==> src/rtl/change_dispenser.sv <==
// change_dispenser: greedy three-tube coin payout with exact-change fault detection
module change_dispenser #(
  parameter int D_HI  = 10,
  parameter int D_MID = 5,
  parameter int D_LO  = 1,
  parameter int CNT_W = 8
) (
  input  logic             clk,
  input  logic             reset,
  input  logic [31:0]      change,
  input  logic             change_valid,
  output logic             ready,
  input  logic             empty_hi,
  input  logic             empty_mid,
  input  logic             empty_lo,
  output logic             coin_valid,
  output logic [1:0]       coin_type,
  input  logic             coin_ack,
  output logic [31:0]      remaining,
  output logic [CNT_W-1:0] coin_count,
  output logic             done,
  output logic             fault,
  input  logic             fault_clr
);
  localparam logic [31:0] V_HI  = 32'(D_HI);
  localparam logic [31:0] V_MID = 32'(D_MID);
  localparam logic [31:0] V_LO  = 32'(D_LO);
  typedef enum logic [1:0] {IDLE, SEL, DISP, FLT} state_t;
  state_t state, state_d;
  logic [1:0] pick, coin_type_d;
  logic [31:0] coin_val, remaining_d;
  logic [CNT_W-1:0] coin_count_d;
  logic ready_d, coin_valid_d, done_d, fault_d, accept, paid;
  assign accept = state == IDLE && change_valid;
  assign paid = state == DISP && coin_ack;
  // largest eligible denomination first; 00 means nothing can be paid
  assign pick = (!empty_hi  && remaining >= V_HI)  ? 2'b01 :
                (!empty_mid && remaining >= V_MID) ? 2'b10 :
                (!empty_lo  && remaining >= V_LO)  ? 2'b11 : 2'b00;
  assign coin_val = coin_type == 2'b01 ? V_HI : coin_type == 2'b10 ? V_MID : V_LO;
  always_ff @(posedge clk or negedge reset)
    if (!reset) begin
      state      <= IDLE;
      ready      <= 1'b1;
      coin_valid <= 1'b0;
      coin_type  <= 2'b00;
      remaining  <= '0;
      coin_count <= '0;
      done       <= 1'b0;
      fault      <= 1'b0;
    end else begin
      state      <= state_d;
      ready      <= ready_d;
      coin_valid <= coin_valid_d;
      coin_type  <= coin_type_d;
      remaining  <= remaining_d;
      coin_count <= coin_count_d;
      done       <= done_d;
      fault      <= fault_d;
    end
  always_comb begin
    state_d = state;
    case (state)
      IDLE: state_d = change_valid ? SEL : IDLE;
      SEL:  state_d = remaining == '0 ? IDLE : pick != 2'b00 ? DISP : FLT;
      DISP: state_d = coin_ack ? SEL : DISP;
      FLT:  state_d = fault_clr ? IDLE : FLT;
    endcase
  end
  always_comb begin
    ready_d      = state_d == IDLE;
    coin_valid_d = state_d == DISP;
    coin_type_d  = state == SEL ? pick : state_d == DISP ? coin_type : 2'b00;
    remaining_d  = accept ? change : paid ? remaining - coin_val :
                   (state == FLT && fault_clr) ? '0 : remaining;
    coin_count_d = accept ? '0 :
                   paid ? (&coin_count ? coin_count : coin_count + 1'b1) : coin_count;
    done_d       = state == SEL && remaining == '0;
    fault_d      = state_d == FLT;
  end
endmodule

==> config.mk <==
export PLATFORM = sky130hd
export DESIGN_NAME = change_dispenser
export DESIGN_NICKNAME = d
export VERILOG_FILES = /design/src/rtl/change_dispenser.sv
export SDC_FILE = /design/constraint.sdc
export NUM_CORES = 1
export LEC_CHECK = 0
export BUFFER_PORTS_ARGS = -buffer_cell sky130_fd_sc_hd__buf_2
export CAP_MARGIN = 0
export CORE_AREA = 2 2 65 97
export DETAILED_ROUTE_END_ITERATION = 10
export DIE_AREA = 0 0 67 99
export PLACE_DENSITY = 0.78
export SLEW_MARGIN = 20
export SYNTH_ARGS = -nofsm -noshare
export SYNTH_HDL_FRONTEND = slang
export SYNTH_SLANG_ARGS = --single-unit
==> constraint.sdc <==
create_clock -name clk -period 3.4 [get_ports clk]
set_input_delay 0.51 -clock clk [delete_from_list [all_inputs] [get_ports clk]]
set_output_delay 0.51 -clock clk [all_outputs]
set_load 0.03 [all_outputs]
==> impl_results.md, run 1 <==
* Rel. slew slack at 0.547
* Crit-path most repeated cell: o311ai_0
* Total Wirelength at roughly 8300 µm
* Leading cell type in the layout, fill and taps excluded: buf_2
* Final net count at 452
* Antenna Nets Post-Route at 0
* Most frequent cells in the layout: 84 x buf_2, 47 x dfrtp_1, 32 x nand2_1, 30 x nor2_1, 23 x o21ai_0
* Die Area at 6630 µm²
* Area share of fa/ha/maj cells after synthesis at 0.0283
* Vias at 2914
* Post-synthesis mux area share at 0.0141
* Initial antenna violation count at 0
* Final Setup Violations at 0
* Syn Inst Count at 324
* Vias in the first global route at roughly 2900
* Synth warnings at 0
* Critical Path Source Type: register
* Sequential share of the synthesized area at 0.412
* DRC Markers at 0
* Post-synthesis async set-or-reset flop share at 1.00
* Leak at 1.66 nW
* Worst Hold Class: input port to async pin
* Min setup slack post-route at 0.531 ns
* Sink Count at 48
* CTS buffer count at 5
* Area grow syn2layout at 21.3%
* Worst-Margin Slew at 0.679 ns
* 1st-pass router iterations at 5
* Unique cell type count in the Yosys netlist at 55
* GRT Resource Usage Total at 0.265
* Hpwl dp at 5940 µm
* Reg-to-reg critical path startpoint: coin_type[1]
* Max incr delay on CP at 0.41 ns
* Setup CP Type: register to register
* Largest net degree at the start of global routing at 49
* # hold bufs at CTS at 0
* Post-synthesis register bit count at 48
* R2R setup slack at 0.53 ns
* Status: completed
* GP Congestion at 0.863
* Area of the multi-input gates at 1620 µm²
* Max Cap Viol at 0
* H-tree levels at 2
* Hold Vio Cnt, Final at 0
* RSZ-0062 raised after global routing: no
* Area of the core at 5790 µm²
* Dpl cells at 471
* Crit-path slowest cell: dfrtp_1
* I/O Pins at 86
* Ratio of cells with drive above 1 in the final layout at 0.278
* CTS clk-pin slew, worst paths at approximately 0.1 ns
* DP Worst Slack at 0.576 ns
* Skew final at 0.0140 ns
* Critical path fanouts, max at 13
* Fin. max-slew vios at 0
* Power density over the cells at about 1000 nW/µm²
* Mapped Avg Cell Area at 9.02 µm²
* Top_reg_cell synth: dfrtp_1
* Data arrival, critical path at 3.04 ns
* Fin crit share at 0.844
* DR WL/cell at 17.3 µm
* Crit path capture type: register
* Initial Util at 0.505
* Resize count post-CTS at 0
* Post-Synth Simple-Gate Area at 0.237
* Post-synthesis compound-gate area fraction at 0.241
* CTS tree: built
* Clock Tree Root: clkbuf_8
* Area of the mapped netlist at 2920 µm²
* Total global routing overflow at 0
* N_diodes at 0
* Min cycle time layout at ~2.9 ns
* Post-synth EDFFs at 0
* Reg2Reg Depth at 10
* Syn_nets at 370
* Max Clk Rate at approximately 0.35 GHz
* DIE HEIGHT at between 90 and 100 µm
* Fillers at approximately 560
* # rows at 34
* R2r endpoint: remaining[24]
* Peak supply drop at 506 µV
* Die X at 67 µm
* Finished Layout Cells at 479
* Setup bufs post-CTS at 0
* Vias per Instance at 6.08
* Worst-case clock buffer depth at 2
* First-pass GRT wire length at 13600 µm
* DRT iter0 DRCs at roughly 230
* Finished Core Util at 0.613
* Xor and xnor area share after synthesis at 0.0330
* Clock Latency Late Sink at 0.32 ns
* Hold Slack at 0.202 ns
* Main combinational cell family by area after synthesis: compound AO/OA/AOI/OAI gates
* CP Cell Sequence: nand2b_1 > ha_1 > inv_1 > fa_1 > a21o_1 > a2111oi_4 > buf_4 > nand2_1 > o311ai_0 > o311ai_0
* Reg area at 1200 µm²
* Req. time, crit path at 3.57 ns
* Setup TNS at 0 ns
* Port bufs at 85
## critical path: cells and delay by family, from the launching register on
family / cells / cell delay [ns]
flip-flops: 1 / 0.41
AO/OA/AOI/OAI: 4 / 1.05
buffers and inverters: 2 / 0.31
adder cells (fa/ha/maj): 2 / 0.61
AND/OR/NAND/NOR: 2 / 0.33
## state kept, by name (all words and copies together), names as in the netlist
register and flops:
remaining 32, coin_count 8, coin_type 2, state 2
coin_valid 1, done 1, fault 1, ready 1
## cell families after synthesis
kind of cell | after synthesis
AO/OA/AOI/OAI | 97
adder cells (fa/ha/maj) | 6
buffers and inverters | 26
AND/OR/NAND/NOR | 132
multiplexers | 4
flip-flops | 48
XOR/XNOR | 11
## per-layer routing
| metal | vias to the layer above | global-route usage | wire, µm |
|---|---|---|---|
| met3 | 16 | 0.0342 | 451 |
| met1 | 1390 | 0.331 | 3360 |
| li1 | 1395 | - | - |
| met5 | - | 0 | 0 |
| met4 | 0 | 0.110 | 186 |
| met2 | 113 | 0.449 | 4310 |
## report_power, final
part           total (mW)  switching, mW  internal (mW)
combinational        2.01           1.32          0.689
sequential           1.09          0.301          0.785
clock               0.443          0.221          0.222
## worst max path at each step
stage,start,end,slack (ns),cells past startpoint
6_report,coin_type[1],remaining[24],0.53,10
4_1_cts,coin_type[1],remaining[24],0.55,10
3_3_place_gp,coin_type[1],remaining[24],0.74,10
3_5_place_dp,coin_type[1],remaining[24],0.58,10
2_1_floorplan,coin_type[1],remaining[30],0.67,10
5_1_grt,coin_type[1],remaining[24],0.31,10
## synthesized netlist by cell type, drive strengths merged (5+ instances only)
cell,n,share of area
a22oi,9,0.023
o21ai,25,0.043
nor4,5,0.018
dfrtp,47,0.40
nand4,5,0.011
nand2,32,0.041
or4,5,0.014
a21oi,12,0.021
ha,5,0.021
inv,9,0.012
clkbuf,14,0.018
o311ai,9,0.027
xor2,8,0.024
nor3,10,0.019
nand3,19,0.033
and2,5,0.011
nor2,30,0.039
o211ai,9,0.023
## metrics by stage
stage               total power [mW]  instance area, µm²
global placement                3.03                3430
floorplan                       2.48                2920
CTS                             3.53                3540
global route                    3.77                3540
finish                          3.54                3540
detailed placement              3.08                3430
## cell type report
| type | count | area share |
|---|---|---|
| multi-input cells | 250 | 0.458 |
| flip-flops and latches | 48 | 0.339 |
| repair buffers | 92 | 0.136 |
| well taps | 72 | 0.0254 |
| clock buffers | 5 | 0.0194 |
| clock inverters | 3 | 0.0131 |
| inverters | 9 | 0.00953 |
No activity file was read; power rests on OpenSTA's default activity.
==> run 2, diff against run 1 <==
==> constraint.sdc (replaced) <==
create_clock -name clk -period 3 [get_ports clk]
set_input_delay 0.45 -clock clk [delete_from_list [all_inputs] [get_ports clk]]
set_output_delay 0.45 -clock clk [all_outputs]
set_load 0.03 [all_outputs]
==> run 2 against run 1 <==
  * Largest cell class unchanged
  * Highest routed layer unchanged
  * Critical path depth down 1
  * Die area did not move
  * Clock skew decreased by 0.0032 ns
  * Critical endpoint unchanged
  * Largest power group unchanged
==> impl_results.md, run 2 (same netlist as run 1, synthesis figures left out) <==
* Resize count post-CTS at 0
* Hold Slack at 0.117 ns
* Met3 GRT Util at 0.0365
* H-tree levels at 2
* Worst-case clock buffer depth at 2
* Biggest regs: remaining (32), coin_count (8)
* Max Cap Viol at 0
* Min cycle time layout at 2.74 ns
* Critical path fanouts, max at 4
* Max Clk Rate at 0.364 GHz
* Max incr delay on CP at 0.39 ns
* Port bufs at 85
* I/O Pins at 86
* Largest net degree at the start of global routing at 44
* Initial antenna violation count at 0
* N_diodes at 0
* Crit-path slowest cell: fa_1
* GP Congestion at roughly 0.9
* Die Area at 6630 µm²
* Power density over the cells at around 1100 nW/µm²
* Req. time, crit path at 3.16 ns
* Leak at about 1.7 nW
* Vias at 2953
* CTS clk-pin slew, worst paths at 0.09 ns
* DR WL/cell at between 15 and 20 µm
* Status: completed
* Most flop-heavy register: remaining
* # hold bufs at CTS at 0
* Most frequent cells in the layout: 85 x buf_2, 47 x dfrtp_1, 32 x nand2_1, 30 x nor2_1, 23 x o21ai_0
* Data arrival, critical path at 2.91 ns
* Vias in the first global route at 2990
* Initial Util at 0.505
* Final instance area at 3580 µm²
* Global routing met2 resource utilization at 0.463
* CTS buffer count at 5
* Setup TNS at 0 ns
* Final Setup Violations at 0
* Setup CP Type: register to register
* Antenna Nets Post-Route at 0
* GR peak layer: met2
* Met1 usage at 0.337
* Hpwl dp at between 6000 and 7000 µm
* Worst Hold Class: input port to async pin
* Area of the core at 5790 µm²
* Total Power at 4.03 mW
* Fin crit share at 0.915
* Setup bufs post-CTS at 0
* Ratio of cells with drive above 1 in the final layout at 0.281
* Fin. max-slew vios at 0
* First-pass GRT wire length at 14000 µm
* Worst-Margin Slew at 0.645 ns
* CTS tree: built
* Largest register FFs at 32
* DRT iter0 DRCs at approximately 160
* Total global routing overflow at 0
* RSZ-0062 raised after global routing: no
* Critical Path Source Type: register
* Crit-path most repeated cell: o311ai_0
* Total Wirelength at 8340 µm
* Finished Core Util at 0.618
* Clock Latency Late Sink at between 0.3 and 0.4 ns
* # rows at 34
* 1st-pass router iterations at 5
* Hold Vio Cnt, Final at 0
* GRT Resource Usage Total at 0.270
* Die X at 67 µm
* Area grow syn2layout at 22.4%
* Placed cell area at 3450 µm²
* Sink Count at 48
* Peak supply drop at 610 µV
* Final net count at 454
* Leading cell type in the layout, fill and taps excluded: buf_2
* DIE HEIGHT at 99 µm
* Skew final at 0.0108 ns
* Rel. slew slack at 0.570
* CP Cell Sequence: nand2b_1 > ha_1 > inv_1 > fa_1 > a21o_1 > a2111oi_4 > nand2_1 > o311ai_0 > o311ai_0
* DRC Markers at 0
* Crit path capture type: register
* Vias per Instance at 6.14
* Clock Tree Root: clkbuf_8
## run 2: cell types whose count changed in the layout (fill, tap and decap cells not counted)
| cell | before | now |
|---|---|---|
| inv_6 | 1 | 0 |
| buf_12 | 0 | 1 |
| clkinv_4 | 0 | 1 |
| buf_2 | 84 | 85 |
| clkbuf_8 | 5 | 6 |
| clkinvlp_4 | 1 | 0 |
## run 2: metrics by stage
stage | instances | worst slack (ns)
2_1_floorplan | 324 | 0.272
3_3_place_gp | 472 | 0.455
3_5_place_dp | 473 | 0.245
4_1_cts | 481 | 0.250
5_1_grt | 481 | 0.0252
6_report | 481 | 0.255
## run 2: path summary, 6_finish.rpt
kind	startpoint	slack, ns	to	depth (start not counted)
min in group clk	fault_clr	0.34	fault	2
worst max register to register	coin_type[1]	0.26	remaining[24]	9
worst min-delay path	reset	0.12	remaining[17]	1
worst max-delay path	coin_type[1]	0.26	remaining[24]	9
max in group asynchronous	reset	2.35	remaining[14]	2
worst min register to register	coin_count[1]	0.54	coin_count[1]	2
## run 2: final cells by class
| type | instances | area [µm²] |
|---|---|---|
| fillers | 545 | 2210 |
| multi-input cells | 250 | 1620 |
| flip-flops and latches | 48 | 1200 |
| repair buffers | 94 | 505 |
| well taps | 72 | 90.1 |
| clock buffers | 6 | 82.6 |
| clock inverters | 2 | 38.8 |
| inverters | 9 | 33.8 |
## run 2: layer usage
| metal | vias to the layer above | routed length [µm] |
|---|---|---|
| met5 | - | 0 |
| met4 | 0 | 204 |
| met3 | 19 | 515 |
| met2 | 135 | 4370 |
| met1 | 1403 | 3250 |
| li1 | 1396 | - |
## run 2: critical path, delay by kind of cell (launching register included)
kind                     cells  cell delay, ns
AO/OA/AOI/OAI                4            1.16
adder cells (fa/ha/maj)      2            0.60
flip-flops                   1            0.38
AND/OR/NAND/NOR              2            0.38
buffers and inverters        1            0.06
## run 2: report_power, final
part	internal (mW)	total, mW	switching [mW]
sequential	0.890	1.24	0.353
combinational	0.790	2.28	1.49
clock	0.273	0.508	0.235
total	1.95	4.03	2.07
==> run 3, diff against run 2 <==
--- a/config.mk
+++ b/config.mk
@@ -6,10 +6,11 @@
 export NUM_CORES = 1
 export LEC_CHECK = 0
 export BUFFER_PORTS_ARGS = -buffer_cell sky130_fd_sc_hd__buf_2
-export CAP_MARGIN = 0
+export CAP_MARGIN = 15
 export CORE_AREA = 2 2 65 97
 export DETAILED_ROUTE_END_ITERATION = 10
 export DIE_AREA = 0 0 67 99
+export HOLD_SLACK_MARGIN = 0.12
 export PLACE_DENSITY = 0.78
 export SLEW_MARGIN = 20
 export SYNTH_ARGS = -nofsm -noshare
==> constraint.sdc (replaced) <==
create_clock -name clk -period 3.2 [get_ports clk]
set_input_delay 0.48 -clock clk [delete_from_list [all_inputs] [get_ports clk]]
set_output_delay 0.48 -clock clk [all_outputs]
set_load 0.03 [all_outputs]
==> run 3 against run 2 <==
  * Worst hold slack improved by 0.066 ns
  * Via count rose by 0.91%
  * Critical path depth up 1
  * Global-route usage increased by 0.12 points
  * Combinational power fell by 7%
  * Die area unchanged
  * Total power fell by 9.3%
  * Maximum frequency down 0.12%
  * Design area fell by 1.8%
  * Non-clock buffer count fell by 2
  * Register-to-register slack improved by 0.20 ns
  * Critical path type unchanged
==> impl_results.md, run 3 (same netlist as run 1, synthesis figures left out) <==
* Initial antenna violation count at 0
* DP Worst Slack at just over 0.5 ns
* Max Clk Rate at 0.364 GHz
* Critical Path Source Type: register
* # hold bufs at CTS at 0
* Final net count at around 450
* Initial Util at 0.505
* CTS clk-pin slew, worst paths at 0.09 ns
* Max Cap Viol at 0
* Worst Setup SP: coin_type[1]
* Total global routing overflow at 0
* DR WL/cell at 17.4 µm
* # rows at 34
* Final instance area at 3510 µm²
* DIE HEIGHT at slightly below 100 µm
* Rel. slew slack at 0.536
* Largest net degree at the start of global routing at between 40 and 50
* Critical path fanouts, max at 12
* Total Wirelength at 8350 µm
* N_diodes at 0
* Clock Tree Root: clkbuf_8
* Hold Vio Cnt, Final at 0
* Crit-path slowest cell: dfrtp_1
* Die X at 67 µm
* Min cycle time layout at 2.75 ns
* Setup CP Type: register to register
* Worst-Margin Slew at 0.692 ns
* CP Capture Point: remaining[20]
* Skew final at 0.00808 ns
* R2R setup slack at 0.45 ns
* CP Cell Sequence: nand2b_1 > ha_1 > inv_1 > fa_1 > a21o_1 > a2111oi_4 > buf_4 > a21oi_1 > o21ai_0 > o311ai_0
* Clock Latency Late Sink at 0.31 ns
* RSZ-0062 raised after global routing: no
* DRC Markers at 0
* Crit path capture type: register
* Vias in the first global route at 2990
* Most frequent cells in the layout: 84 x buf_2, 47 x dfrtp_1, 32 x nand2_1, 30 x nor2_1, 23 x o21ai_0
* First-pass GRT wire length at between 10000 and 15000 µm
* Status: completed
* Fin crit share at 0.859
* R2r endpoint: remaining[20]
* Resize count post-CTS at 0
* Leak at approximately 1.7 nW
* Min setup slack post-route at 0.452 ns
* Placed cell area at roughly 3400 µm²
* Worst-case clock buffer depth at 2
* Port bufs at 85
* Reg-to-reg critical path startpoint: coin_type[1]
* Ratio of cells with drive above 1 in the final layout at 0.273
* I/O Pins at 86
* Fin. max-slew vios at 0
* Fillers at 560
* Leading cell type in the layout, fill and taps excluded: buf_2
* Hold Slack at approximately 0.18 ns
* Antenna Nets Post-Route at 0
* Power density over the cells at 1040 nW/µm²
* Largest register FFs at 32
* Peak supply drop at 608 µV
* Die Area at 6630 µm²
* GRT Resource Usage Total at 0.271
* Sink Count at 48
* Levels on crit path at 10
* Setup TNS at 0 ns
* Setup bufs post-CTS at 0
* Area of the core at 5790 µm²
* Max incr delay on CP at 0.40 ns
* Req. time, crit path at around 3.4 ns
* Dpl cells at 471
* 1st-pass router iterations at 5
* Vias per Instance at 6.22
* Area grow syn2layout at 20.2%
* Biggest regs: remaining (32), coin_count (8)
* CTS buffer count at 5
* H-tree levels at 2
* Worst Hold Class: input port to async pin
* Data arrival, critical path at 2.92 ns
* DRT iter0 DRCs at 168
* WP buf/inv at 2
* Reg2Reg Depth at 10
* Vias at 2980
* Final Setup Violations at 0
* Most flop-heavy register: remaining
* GP Congestion at 0.887
* Finished Layout Cells at 479
* Total Power at 3.65 mW
* Hpwl dp at roughly 6100 µm
* CTS tree: built
* Finished Core Util at 0.607
* Top delay family on crit path: compound AO/OA/AOI/OAI gates
[run 3: layout make-up]
| class | instances | area (µm²) | area share |
|---|---|---|---|
| sequential | 48 | 1200 | 0.342 |
| multi-input combinational | 250 | 1620 | 0.462 |
| clock buffer | 7 | 76.3 | 0.0217 |
| tap | 72 | 90.1 | 0.0257 |
| timing repair buffer | 92 | 480 | 0.137 |
| inverter | 9 | 33.8 | 0.00962 |
| clock inverter | 1 | 5.00 | 0.00143 |
[run 3: how the worst min path moves through the flow]
stage	from	cells past startpoint	end	slack, ns
floorplan	reset	0	coin_count[0]	0.18
CTS	fault_clr	2	fault	0.37
global placement	coin_count[1]	2	coin_count[1]	0.50
detailed placement	coin_count[1]	2	coin_count[1]	0.52
finish	reset	1	remaining[31]	0.18
global route	reset	1	remaining[17]	0.23
[run 3: worst reg2reg max path: cells and delay by family (launching register included)]
kind | cells | cell delay [ns]
compound gates | 5 | 1.06
fa+ha+maj | 2 | 0.61
buf+inv | 2 | 0.32
flops | 1 | 0.40
simple gates | 1 | 0.23
[run 3: power by group]
part	switching (mW)	leakage [nW]	internal [mW]
logic	1.40	0.989	0.730
clock network	0.210	0.0422	0.154
registers	0.325	0.619	0.835
[run 3: per-layer routing]
| layer | track usage | share of wire | vias up |
|---|---|---|---|
| met4 | 0.122 | 0.026 | 0 |
| li1 | - | - | 1390 |
| met3 | 0.0342 | 0.060 | 19 |
| met5 | 0 | 0 | - |
| met1 | 0.347 | 0.39 | 1442 |
| met2 | 0.448 | 0.52 | 129 |
